$ cat src/rtl/divider_32_seq.sv
// Issue-side sequencer for divider_32: takes signed/unsigned requests, runs the divider on magnitudes, restores signs.
// Latency 1 cycle for divide-by-zero and MIN/-1, otherwise START + WAIT + FIX; holds the result in DONE until out_ready.
module divider_32_seq #(
    parameter int WIDTH   = 32,
    parameter int TIMEOUT = 64
) (
    input  logic             clk,
    input  logic             rst,
    input  logic             in_valid,
    output logic             in_ready,
    input  logic [WIDTH-1:0] in_a,
    input  logic [WIDTH-1:0] in_b,
    input  logic             in_signed,
    output logic             out_valid,
    input  logic             out_ready,
    output logic [WIDTH-1:0] out_q,
    output logic [WIDTH-1:0] out_r,
    output logic             out_dz,
    output logic             out_err,
    output logic [WIDTH-1:0] div_a,
    output logic [WIDTH-1:0] div_b,
    output logic             div_ena,
    output logic             div_rst,
    input  logic [WIDTH-1:0] div_q,
    input  logic [WIDTH-1:0] div_r,
    input  logic             div_dne
);
    typedef enum logic [2:0] {S_IDLE, S_START, S_WAIT, S_FIX, S_DONE} state_t;

    localparam int              CW   = $clog2(TIMEOUT + 1);
    localparam logic [WIDTH-1:0] MIN  = {1'b1, {(WIDTH-1){1'b0}}};
    localparam logic [WIDTH-1:0] ONES = '1;
    localparam logic [CW-1:0]   LAST = CW'(TIMEOUT - 1);

    state_t          state;
    logic [CW-1:0]   wait_cnt;
    logic            neg_q;
    logic            neg_r;
    logic            neg_a;
    logic            neg_b;
    logic [WIDTH-1:0] mag_a;
    logic [WIDTH-1:0] mag_b;

    assign neg_a = in_signed & in_a[WIDTH-1];
    assign neg_b = in_signed & in_b[WIDTH-1];
    assign mag_a = neg_a ? -in_a : in_a;
    assign mag_b = neg_b ? -in_b : in_b;

    always_ff @(posedge clk) begin
        if (!rst) begin
            state     <= S_IDLE;
            in_ready  <= 1'b1;
            out_valid <= 1'b0;
            out_q     <= '0;
            out_r     <= '0;
            out_dz    <= 1'b0;
            out_err   <= 1'b0;
            div_a     <= '0;
            div_b     <= '0;
            div_ena   <= 1'b0;
            div_rst   <= 1'b0;
            wait_cnt  <= '0;
            neg_q     <= 1'b0;
            neg_r     <= 1'b0;
        end else begin
            case (state)
                S_IDLE: begin
                    if (in_valid) begin
                        in_ready <= 1'b0;
                        neg_q    <= neg_a ^ neg_b;
                        neg_r    <= neg_a;
                        if (in_b == '0) begin
                            out_q     <= ONES;
                            out_r     <= in_a;
                            out_dz    <= 1'b1;
                            out_err   <= 1'b0;
                            out_valid <= 1'b1;
                            state     <= S_DONE;
                        end else if (in_signed && in_a == MIN && in_b == ONES) begin
                            // The only signed overflow; the divider never sees it.
                            out_q     <= MIN;
                            out_r     <= '0;
                            out_dz    <= 1'b0;
                            out_err   <= 1'b0;
                            out_valid <= 1'b1;
                            state     <= S_DONE;
                        end else begin
                            div_a   <= mag_a;
                            div_b   <= mag_b;
                            div_rst <= 1'b1;
                            div_ena <= 1'b1;
                            state   <= S_START;
                        end
                    end
                end
                S_START: begin
                    div_rst  <= 1'b0;
                    wait_cnt <= '0;
                    state    <= S_WAIT;
                end
                S_WAIT: begin
                    // dne in the first WAIT cycle may still belong to the previous op.
                    if (wait_cnt != '0 && div_dne) begin
                        div_ena <= 1'b0;
                        state   <= S_FIX;
                    end else if (wait_cnt == LAST) begin
                        div_ena   <= 1'b0;
                        out_q     <= '0;
                        out_r     <= '0;
                        out_dz    <= 1'b0;
                        out_err   <= 1'b1;
                        out_valid <= 1'b1;
                        state     <= S_DONE;
                    end else begin
                        wait_cnt <= wait_cnt + 1'b1;
                    end
                end
                S_FIX: begin
                    out_q     <= neg_q ? -div_q : div_q;
                    out_r     <= neg_r ? -div_r : div_r;
                    out_dz    <= 1'b0;
                    out_err   <= 1'b0;
                    out_valid <= 1'b1;
                    state     <= S_DONE;
                end
                S_DONE: begin
                    if (out_ready) begin
                        out_valid <= 1'b0;
                        in_ready  <= 1'b1;
                        state     <= S_IDLE;
                    end
                end
                default: state <= S_IDLE;
            endcase
        end
    end
endmodule

$ cat config.mk
export PLATFORM = sky130hd
export DESIGN_NAME = divider_32_seq
export DESIGN_NICKNAME = d
export VERILOG_FILES = /design/src/rtl/divider_32_seq.sv
export SDC_FILE = /design/constraint.sdc
export NUM_CORES = 1
export LEC_CHECK = 0
export ABC_AREA = 1
export CORE_MARGIN = 2
export CORE_UTILIZATION = 35
export CTS_CLUSTER_DIAMETER = 200
export DETAILED_ROUTE_END_ITERATION = 10
export SLEW_MARGIN = 25
export SYNTH_ARGS = -nofsm -noshare
export SYNTH_HDL_FRONTEND = slang
export SYNTH_SLANG_ARGS = --single-unit
$ cat constraint.sdc
create_clock -name clk -period 1.8 [get_ports clk]
set_clock_uncertainty 0.2 [all_clocks]
set_input_delay 0.27 -clock clk [delete_from_list [all_inputs] [get_ports clk]]
set_output_delay 0.27 -clock clk [all_outputs]
set_load 0.02 [all_outputs]
### After elaboration in Yosys (flattened, before gate mapping)

Index checks and enable logic that the tools add are counted.

| cells by class | value |
|---|---|
| bitwise logic cells | 5 |
| reduce and logical (&&, ||, !) cells | 21 |
| mux-type cells | 49 |
| $add $sub $neg | 5 |
| equal/unequal tests | 16 |

Operator list:

| cell | number |
|---|---|
| 32-bit two-way mux | 12 |
| 32-bit case mux with 3 select lines | 2 |
| 32-bit negator | 4 |
| 32-bit equality test (second input constant) | 2 |
| 32-bit zero test | 1 |
| 1-bit two-way mux | 19 |
| 3-bit two-way mux | 6 |
| 3-bit case mux with 5 select lines | 1 |
| 7-bit two-way mux | 2 |
| 2-bit inequality test (second input constant) | 7 |
| 7-bit case mux with 2 select lines | 1 |
| 5-bit AND reduction | 2 |
| 3-bit AND reduction | 3 |
| 4-bit AND reduction | 2 |
| 2-bit nonzero test | 4 |
| 7-bit by 1-bit adder with 7-bit output (second input constant) | 1 |
| 7-bit by 6-bit equality test with 1-bit output (second input constant) | 1 |
| 7-bit nonzero test | 1 |
| 3-bit by 2-bit equality test with 1-bit output (second input constant) | 2 |
| 3-bit inequality test (second input constant) | 2 |
| 1-bit case mux with 2 select lines | 3 |
| 1-bit case mux with 3 select lines | 2 |
| 6-bit AND reduction | 1 |
| 1-bit case mux with 4 select lines | 1 |
| other kinds (10) | 14 |

| word-level totals | value |
|---|---|
| logic and storage cells | 110 |
| output and inout bits | 134 |
| input port bits | 134 |
| register bits after elaboration | 146 |

### Longest topological paths before layout

Gate-level depths: netlist (run 1).

| depth | value |
|---|---|
| depth after elaboration | 7 |
| depth in mapped cells | 14 |
| gate-level depth less buffers | 14 |

### Worst setup path before layout (run 1)

OpenSTA, ideal clock, no wires.

| path | value |
|---|---|
| path kind | input-to-reg |
| start | input in_a[1] |
| end | register out_q[0] |
| cell stages on the path | 13 |
| arrival time | 1700 ps |
| setup slack | -212 ps |
| path through | inv_1 > ha_1 > nand2_1 > nor2_1 > nand2_1 > nor2_2 > nand3_2 > nand3_2 > nand3_2 > buf_2 > buf_2 > nor2_1 > nor2_1 |

| between the ends | value |
|---|---|
| longest elaborated chain between the ends | 5 |

Ends and longest elaborated chain:

| what | RTL line | text |
|---|---|---|
| start: declaration | 11 | `input logic [WIDTH-1:0] in_a,` |
| 32-bit equality test | 79 | `end else if (in_signed && in_a == MIN && in_b == ONES) begin` |
| 1-bit logical AND (2 in a row) | 79 |  |
| 3-bit inequality test (no source line) | -- |  |
| 5-bit AND reduction (no source line) | -- |  |
| end signal: assignment | 119 | `out_q <= neg_q ? -div_q : div_q;` |
| end: declaration | 16 | `output logic [WIDTH-1:0] out_q,` |

No other way between the ends.
A chain may end at the register's enable or synchronous reset.

### Final worst setup path (run 1)

| path | value |
|---|---|
| start | register wait_cnt[1] |
| end | register out_q[4] |

| between the ends | value |
|---|---|
| longest elaborated chain between the ends | 4 |

Ends and longest elaborated chain:

| what | RTL line | text |
|---|---|---|
| start: declaration | 36 | `logic [CW-1:0] wait_cnt;` |
| start signal: assignment | 115 | `wait_cnt <= wait_cnt + 1'b1;` |
| 7-bit nonzero test | 103 | `if (wait_cnt != '0 && div_dne) begin` |
| 1-bit logical AND | 103 |  |
| 2-bit inequality test (no source line) | -- |  |
| 5-bit AND reduction (no source line) * | -- |  |

Mark *: on every way between the ends. The rest lies on a longest branch, timed or not.

==> impl_metrics.json, run 1 <==
{
  "status": "finished with violations",
  "violations": "setup timing",
  "synth.top_cell.area_share_pct": 27.8,
  "p_leak_nw": 10.8,
  "fp.dieW_microns": 177,
  "grt_busiest_layer": "met2",
  "ios": 268,
  "cp.required_ps": 1970,
  "hold_viol_final": 0,
  "min_period_ps": 2070,
  "crit_arrival_ps": 2240,
  "grt_util_met3_pct": 4.61,
  "wirelength_mm": 52.2,
  "htreeDepth": 4,
  "cts.path.max_buffers": 2,
  "p_per_area_nw_per_um2": 1240,
  "drc_errors": 0,
  "num-fill-cells": 2582,
  "dr.pass1.iters": 5,
  "grt_use_met1_pct": 39.0,
  "rsz0062_at_grt": "yes",
  "num_antenna_cells": 0,
  "clock-sinks": 146,
  "first_iter_violations": 1063,
  "hp-class": "in2reg",
  "fmax_ghz": 0.482,
  "grt_usage_pct": 31.5,
  "post_synth_num_cell_types": 35,
  "use_met2_pct": 55.2,
  "area_growth_pct": 92.1,
  "antenna_found_initial": 1,
  "relSlewSlack_pct": 69.0,
  "drive_gt1_share_pct": 37.2,
  "numCtsBuffers": 17,
  "dp_hpwl_mm": 34.7,
  "ys.warnings.count": 0,
  "multi_input_area_sq_um": 8060,
  "synth_seq_cells": 146,
  "portBuffers": 267,
  "crit_fanout": 9,
  "antenna_left": 0,
  "setup_violations": 127,
  "core_area_sq_um": 29600,
  "fin_crit_sh_pct": 115,
  "cts_tree": "done",
  "cap_violations": 0,
  "final.setup.worst_slack_ps": -275,
  "fp.dieH_microns": 177,
  "hold_ws_ps": 38.3,
  "yosys.area.top_type": "dfxtp_1",
  "syn_avg_cell_area_sq_um": 5.61,
  "via_per_inst": 5.07,
  "initial_core_util_pct": 35.5,
  "yosysMostFrequentCell": "nand2_1",
  "dr_total_vias": 15100,
  "yosysSeqAreaShare_pct": 27.8,
  "grt_max_degree": 39,
  "synth-main-ff-cell": "dfxtp_1",
  "max-vdd-ir-drop_uv": 886,
  "synth-edff-count": 0,
  "tightest_slew_ps": 466,
  "ys_top_cells_by_area": "dfxtp_1 28%, nand2_1 19%, nor2_1 14%",
  "finalMaxSlewViolations": 0,
  "syn_area_sq_um": 10500,
  "startpoint_type": "flip-flop",
  "grt_pass1_vias": 14600,
  "clk_latency_ps": 430,
  "core.rowCount": 63,
  "clkTransAtPathRegs_ps": 70,
  "power.total_mw": 25.0,
  "syn_nets": 2015,
  "crit_path_end_kind": "flip-flop",
  "final_net_count": 2714,
  "wl_per_cell_microns": 17.5,
  "netlist_instances": 1874,
  "regArea_sq_um": 2930,
  "grt_pass1_wl_mm": 77.0,
  "pre_cts_ws_ps": -942,
  "final_util_pct": 68.1,
  "crit_type": "reg2reg",
  "fin_tns_setup_ps": -15770,
  "ys_top_cells_by_count": "531 x nand2_1, 384 x nor2_1, 212 x inv_1",
  "async_reset_ff_share_pct": 0,
  "clockRootBuffer": "clkbuf_16",
  "die-area_sq_um": 31400,
  "grt_overflow": 0,
  "routabilityCongestion": 0.937
}
-- report_power, final --
| part | internal [mW] | switching, mW |
|---|---|---|
| Sequential | 4.12 | 0.574 |
| Clock | 2.45 | 1.58 |
| Combinational | 7.93 | 8.33 |
-- stage by stage --
| step | area (sq um) | cells |
|---|---|---|
| final | 20200 | 2976 |
| after detailed placement | 16200 | 2807 |
| after floorplan | 10600 | 1874 |
| after CTS | 19200 | 2953 |
| after global placement | 16200 | 2807 |
| after global routing | 20200 | 2976 |
-- state kept, by name, indices dropped and copies added, names as in the netlist --
signal / count
out_r: 32
div_a: 32
out_err: 1
div_ena: 1
neg_q: 1
div_b: 32
state: 3
out_dz: 1
wait_cnt: 7
out_q: 32
div_rst: 1
in_ready: 1
neg_r: 1
out_valid: 1
-- layout by cell type (no fill, tap or decap), types with 5 or more instances in the layout --
| master | count |
|---|---|
| o21ai_1 | 21 |
| nand2_2 | 75 |
| buf_16 | 19 |
| dlymetal6s2s_1 | 84 |
| buf_6 | 43 |
| a21oi_1 | 39 |
| nand3_4 | 13 |
| nor2_2 | 51 |
| nand3_2 | 13 |
| dfxtp_1 | 141 |
| o21ai_2 | 34 |
| nor3_4 | 6 |
| inv_2 | 17 |
| nor2_4 | 62 |
| nand2_4 | 12 |
| buf_2 | 10 |
| nand4_1 | 28 |
| a21oi_2 | 44 |
| clkbuf_16 | 23 |
| clkdlybuf4s50_1 | 69 |
| nor2_1 | 286 |
| o21ai_0 | 59 |
| buf_8 | 10 |
| clkbuf_2 | 38 |
| a21oi_4 | 8 |
| nor3_1 | 16 |
| xor2_1 | 24 |
| or2_4 | 10 |
| nand3b_1 | 7 |
| inv_4 | 6 |
| dlygate4sd2_1 | 49 |
| nand3_1 | 139 |
| ha_4 | 5 |
| nand2_1 | 443 |
| buf_12 | 23 |
| inv_1 | 196 |
| buf_4 | 400 |
-- path summary, 6_finish.rpt --
kind / start / depth (start not counted) / to / slack [ps]
max: wait_cnt[1] / 11 / out_q[4] / -270
min: in_b[31] / 4 / div_b[31] / 40
max reg2reg: wait_cnt[1] / 11 / out_q[4] / -270
min reg2reg: div_rst / 2 / div_rst / 260
-- metal layers --
| metal | up-vias | part of all wire [%] |
|---|---|---|
| met5 | - | 0.025 |
| met4 | 2 | 4.1 |
| li1 | 7315 | - |
| met2 | 588 | 48 |
| met1 | 7055 | 41 |
| met3 | 116 | 6.5 |
-- critical path, stage by stage, from the launching register on --
cell and delay, ps:
dfxtp_2 360, ha_4 150, nand2_4 60, nor3_4 250, nor2_2 90, nor2_2 150
nand3_4 130, buf_12 210, buf_16 160, nand2_2 50, nand2_1 50, nor2_1 130
-- kinds of logic after synthesis --
family,Yosys count,synth area share (%)
AOI/OAI and AO/OA,224,11.1
xor gates and xnor gates,30,2.50
adders and majority gates,7,0.833
buffers and inverters,293,11.3
DFF,146,27.8
and+or+nand+nor,1174,46.4
-- final cells by class --
type	instances	share of cell area [%]
multi-input cells	1435	39.9
clock inverters	11	0.861
well taps	390	2.42
inverters	220	4.29
flip-flops and latches	146	14.5
clock buffers	21	2.33
repair buffers	753	35.7
-- what timing repair did --
action | in CTS | in global routing
pin swaps | 113 | 144
setup buffers | 87 | 35
setup endpoints to repair | 275 | 225
cloned | 27 | 7
gates resized for setup | 497 | 470
endpoints found under the hold margin | 2 | 0
hold buffers | 2 | 0
No activity file was read; power rests on OpenSTA's default activity.
==> run 2: changes to the inputs <==
==> constraint.sdc (replaced) <==
create_clock -name clk -period 1.7 [get_ports clk]
set_clock_uncertainty 0.2 [all_clocks]
set_input_delay 0.255 -clock clk [delete_from_list [all_inputs] [get_ports clk]]
set_output_delay 0.255 -clock clk [all_outputs]
set_load 0.02 [all_outputs]
==> run 2 against run 1 <==
  * The run still ends with setup timing left
  * Sequential share of layout area is 0.63 points higher
  * Die area stayed put
  * Register-to-register slack worse by 60 ps
  * Setup slack worse by 65 ps
  * Power is 4.1% lower
  * Critical endpoint is now out_r[10]
  * Largest power group unchanged
==> impl_metrics.json, run 2 (synthesis results as in run 1) <==
{
  "status": "finished with violations",
  "violations": "setup timing",
  "crit_path_end_kind": "flip-flop",
  "fin_tns_setup_ps": -29990,
  "grt_pass1_wl_mm": 71.3,
  "fin_cells": 2908,
  "antenna_found_initial": 3,
  "grt_pass1_vias": 13600,
  "min_to": "div_a[7]",
  "wirelength_mm": 48.8,
  "fp.dieW_microns": 177,
  "min_path_cells": 4,
  "layout.cells.most_common": "nand2_1",
  "hold_viol_final": 0,
  "hp-class": "in2reg",
  "dpl.cell_count": 2816,
  "r2r_cells": 11,
  "startpoint_type": "flip-flop",
  "crit_fanout": 13,
  "grt_max_degree": 46,
  "clock-sinks": 146,
  "rsz0062_at_grt": "yes",
  "routabilityCongestion": 0.959,
  "tightest_slew_ps": 464,
  "final.setup.worst_slack_ps": -339,
  "portBuffers": 267,
  "first_iter_violations": 1056,
  "initial_core_util_pct": 35.5,
  "crit_arrival_ps": 2230,
  "hold_ws_ps": 83.7,
  "final_cell_mix": "460 x nand2_1, 350 x buf_4, 309 x nor2_1",
  "rr_startpoint": "wait_cnt[1]",
  "numCtsBuffers": 17,
  "p_per_area_nw_per_um2": 1240,
  "pre_cts_ws_ps": -901,
  "clkTransAtPathRegs_ps": 70,
  "ios": 268,
  "htreeDepth": 4,
  "final_net_count": 2645,
  "min_from": "in_a[7]",
  "cp.required_ps": 1890,
  "clockRootBuffer": "clkbuf_16",
  "dr_total_vias": 14600,
  "cts.path.max_buffers": 2,
  "fp.dieH_microns": 177,
  "drc_errors": 0,
  "cts_tree": "done",
  "fmax_ghz": 0.490,
  "setup_violations": 140,
  "dr.pass1.iters": 5,
  "max-vdd-ir-drop_uv": 856,
  "die-area_sq_um": 31400,
  "clk_latency_ps": 450,
  "area_growth_pct": 84.1,
  "core_area_sq_um": 29600,
  "dp_hpwl_mm": 34.1,
  "min_period_ps": 2040,
  "finalMaxSlewViolations": 0,
  "fin_crit_sh_pct": 120,
  "drive_gt1_share_pct": 30.8,
  "via_per_inst": 5.01,
  "core.rowCount": 63,
  "crit_type": "reg2reg",
  "r2r_slack_ps": -340,
  "grt_overflow": 0,
  "wl_per_cell_microns": 16.8,
  "rr_endpoint": "out_r[10]",
  "antenna_left": 0,
  "power.total_mw": 24.0,
  "grt_usage_pct": 28.9,
  "p_leak_nw": 10.7,
  "cap_violations": 0,
  "relSlewSlack_pct": 68.7
}
==> run 2: cell count changes in the layout (fill, tap and decap cells not counted), moves of 17 or more <==
cell,change
nor2_4,-22
buf_4,-50
dlymetal6s2s_1,+29
clkbuf_2,-19
nand2_2,-21
nor2_1,+23
buf_6,-23
nand2_1,+17
clkdlybuf4s15_1,+19
==> run 2: report_power, final <==
part | total, mW | switching [mW] | internal (mW)
clock network | 4.05 | 1.81 | 2.25
registers | 4.92 | 0.568 | 4.35
logic | 15.0 | 8.09 | 6.90
==> run 2: final cells by class <==
type                    instances  area, sq um
repair inverters                1         16.3
flip-flops and latches        146         2930
diodes                          1         2.50
clock inverters                14          163
well taps                     390          488
fillers                      2694        10300
repair buffers                683         6660
inverters                     220          903
clock buffers                  18          439
multi-input cells            1435         7750
==> run 2: worst max path at each step <==
stage,end,cells after the start,startpoint
6_report,out_r[10],11,wait_cnt[1]
5_1_grt,out_q[3],11,wait_cnt[1]
4_1_cts,out_q[16],11,wait_cnt[1]
3_5_place_dp,div_a[25],12,in_a[4]
3_3_place_gp,out_q[0],12,in_a[8]
2_1_floorplan,div_b[14],10,state[1]
==> run 2: timing repair <==
action / 4_1_cts / 5_1_grt
hold buffers: 1 / 2
gates resized for setup: 224 / 451
setup buffers: 18 / 21
pin swaps: 35 / 92
gates cloned: 9 / 13
hold endpoints to repair: 1 / 2
endpoints found under the setup margin: 276 / 257
==> run 2: stage by stage <==
stage / util [%] / area, sq um
after floorplan: - / 10800
after CTS: 59.9 / 17700
after detailed placement: 55.4 / 16400
final: 65.3 / 19300
after global routing: 65.3 / 19300
after global placement: 55.4 / 16400
==> run 2: per-layer routing <==
| layer | global-route usage (%) | vias up | share of wire (%) |
|---|---|---|---|
| li1 | - | 7176 | - |
| met1 | 38.4 | 6805 | 44 |
| met2 | 47.9 | 503 | 47 |
| met3 | 4.05 | 88 | 6.0 |
| met4 | 10.1 | 4 | 3.1 |
| met5 | 0 | - | 0.053 |
==> run 2: critical path, stage by stage, from the launching register on <==
cell	delay, ps
dfxtp_4	360
buf_6	120
inv_4	50
ha_4	110
nand4_1	140
nand4_1	240
nand3_4	160
clkbuf_16	210
clkbuf_16	180
nand2_1	60
nand2_1	40
nor2_1	100
==> run 3: changes to the inputs <==
--- a/config.mk
+++ b/config.mk
@@ -8,6 +8,7 @@
 export ABC_AREA = 1
 export CORE_MARGIN = 2
 export CORE_UTILIZATION = 35
+export CTS_BUF_LIST = sky130_fd_sc_hd__clkbuf_4
 export CTS_CLUSTER_DIAMETER = 200
 export DETAILED_ROUTE_END_ITERATION = 10
 export SLEW_MARGIN = 25
==> constraint.sdc (replaced) <==
create_clock -name clk -period 1.65 [get_ports clk]
set_clock_uncertainty 0.2 [all_clocks]
set_input_delay 0.2475 -clock clk [delete_from_list [all_inputs] [get_ports clk]]
set_output_delay 0.2475 -clock clk [all_outputs]
set_load 0.02 [all_outputs]
==> run 3 against run 2 <==
  * The flow still finishes with violations (setup timing)
  * Die area stayed put
  * Register-to-register slack worse by 30 ps
  * Setup slack worse by 34 ps
  * Clock power is 37% lower
  * Design area is 0.16% lower
  * Worst hold slack worse by 53 ps
  * Critical endpoint is now div_a[13]
==> impl_metrics.json, run 3 (synthesis results as in run 1) <==
{
  "wl_per_cell_microns": 16.8,
  "switching_share_pct": 45.6,
  "rr_startpoint": "state[0]",
  "clockRootBuffer": "clkbuf_4",
  "grt_pass1_wl_mm": 72.5,
  "power_frac_comb_pct": 66.7,
  "r2r_cells": 10,
  "grt_max_degree": 63,
  "max-vdd-ir-drop_uv": 738,
  "final_cell_mix": "472 x nand2_1, 437 x buf_4, 321 x nor2_1",
  "antenna_left": 0,
  "power.total_mw": 23.8,
  "grt_pass1_vias": 13600,
  "htreeDepth": 4,
  "portBuffers": 267,
  "cp.required_ps": 2030,
  "initial_core_util_pct": 35.5,
  "min_period_ps": 2020,
  "relSlewSlack_pct": 71.2,
  "core.rowCount": 63,
  "antenna_found_initial": 4,
  "rr_endpoint": "div_a[13]",
  "grt_usage_pct": 29.5,
  "numCtsBuffers": 17,
  "setup_violations": 142,
  "wirelength_mm": 49.7,
  "final_net_count": 2694,
  "crit_fanout": 11,
  "cts.path.max_buffers": 2,
  "min_to": "div_a[9]",
  "cts_tree": "done",
  "rsz0062_at_grt": "yes",
  "status": "finished with violations",
  "drc_errors": 0,
  "clock-sinks": 146,
  "drive_gt1_share_pct": 39.2,
  "dr.pass1.iters": 7,
  "p_int_mw": 13.0,
  "dpl.cell_count": 2831,
  "ios": 268,
  "crit_arrival_ps": 2410,
  "layout.cells.most_common": "nand2_1",
  "crit_start": "state[0]",
  "fmax_ghz": 0.494,
  "min_path_cells": 5,
  "tightest_slew_ps": 432,
  "startpoint_type": "flip-flop",
  "seq_power_share_pct": 22.6,
  "first_iter_violations": 1198,
  "crit_type": "reg2reg",
  "dr_total_vias": 14600,
  "die-area_sq_um": 31400,
  "fp.dieW_microns": 177,
  "violations": "setup timing",
  "hp-class": "in2reg",
  "fp.dieH_microns": 177,
  "area_growth_pct": 83.8,
  "crit_path_end_kind": "flip-flop",
  "finalMaxSlewViolations": 0,
  "p_leak_nw": 9.45,
  "power_frac_clock_pct": 10.8,
  "final.setup.worst_slack_ps": -373,
  "grt_overflow": 0,
  "clk_latency_ps": 650,
  "num-fill-cells": 2716,
  "hold_viol_final": 0,
  "dp_hpwl_mm": 35.0,
  "routabilityCongestion": 0.946,
  "r2r_slack_ps": -370,
  "p_per_area_nw_per_um2": 1230,
  "cap_violations": 0,
  "via_per_inst": 4.95,
  "core_area_sq_um": 29600,
  "switching_power_mw": 10.9,
  "fin_cells": 2958,
  "fin_crit_sh_pct": 123,
  "clkTransAtPathRegs_ps": 180,
  "min_from": "in_a[9]"
}
## run 3: cell types whose count changed in the layout (fill, tap and decap cells not counted), sizes merged
| cell | previous run | this run |
|---|---|---|
| inv | 226 | 228 |
| dlygate4sd2 | 45 | 2 |
| clkdlybuf4s15 | 19 | 0 |
| diode | 1 | 2 |
| bufinv | 2 | 0 |
| dlygate4sd3 | 3 | 16 |
| bufbuf | 0 | 1 |
| clkdlybuf4s50 | 68 | 105 |
| clkbuf | 48 | 23 |
| buf | 405 | 578 |
| dlymetal6s2s | 113 | 25 |
## run 3: worst max path at each step
stage / end / slack [ps]
after floorplan: div_b[14] / -100
after global placement: div_b[18] / -910
after detailed placement: out_q[25] / -970
after CTS: out_r[21] / -310
after global routing: out_r[26] / -470
final: div_a[13] / -370
## run 3: layout make-up
type | instances | area [sq um] | area share [%]
Multi-Input combinational cell | 1435 | 7530 | 39.0
Timing Repair Buffer | 733 | 6980 | 36.1
Sequential cell | 146 | 3110 | 16.1
Inverter | 220 | 890 | 4.60
Tap cell | 390 | 488 | 2.53
Clock inverter | 15 | 181 | 0.939
Clock buffer | 17 | 128 | 0.661
Antenna cell | 2 | 5.00 | 0.0259
## run 3: critical path, stage by stage (launching register included)
cell,delay (ps)
dfxtp_1,380
inv_2,90
nand2_4,60
nor2_4,170
inv_2,70
nor2_4,120
nand3_4,150
buf_12,180
buf_16,150
or2_1,230
a21oi_2,140
## run 3: stage by stage
stage | hold slack (ps) | instance area, sq um | TNS, ps | utilization (%) | worst slack, ps
2_1_floorplan | 191 | 10800 | -7260 | - | -98.0
5_1_grt | 14.6 | 19300 | -54230 | 65.2 | -471
6_report | 31.0 | 19300 | -39880 | 65.2 | -373
3_5_place_dp | 250 | 16600 | -121120 | 55.9 | -968
4_1_cts | 20.3 | 17800 | -34400 | 60.0 | -306
3_3_place_gp | 240 | 16600 | -113710 | 55.9 | -911
## run 3: power by group through the flow
stage / registers (mW) / logic (mW) / clock network [mW]
finish: 5.37 / 15.9 / 2.57
global route: 5.46 / 17.0 / 2.78
CTS: 5.19 / 13.3 / 2.62
floorplan: 6.00 / 5.33 / 0
detailed placement: 5.11 / 10.7 / 0
global placement: 5.11 / 10.5 / 0
## run 3: timing repair
action | in CTS | in global routing
endpoints found under the setup margin | 275 | 277
cloned | 13 | 9
endpoints found under the hold margin | 105 | 15
pin swaps | 35 | 67
resized for setup | 898 | 356
setup buffers | 26 | 38
hold buffers | 2 | 14
## run 3: layer usage
layer	GRT usage, %	up-vias	share of wire (%)
met5	0	-	0.054
met4	9.26	4	2.7
met3	4.95	97	5.9
met2	48.3	504	46
met1	39.6	6775	45
li1	-	7261	-
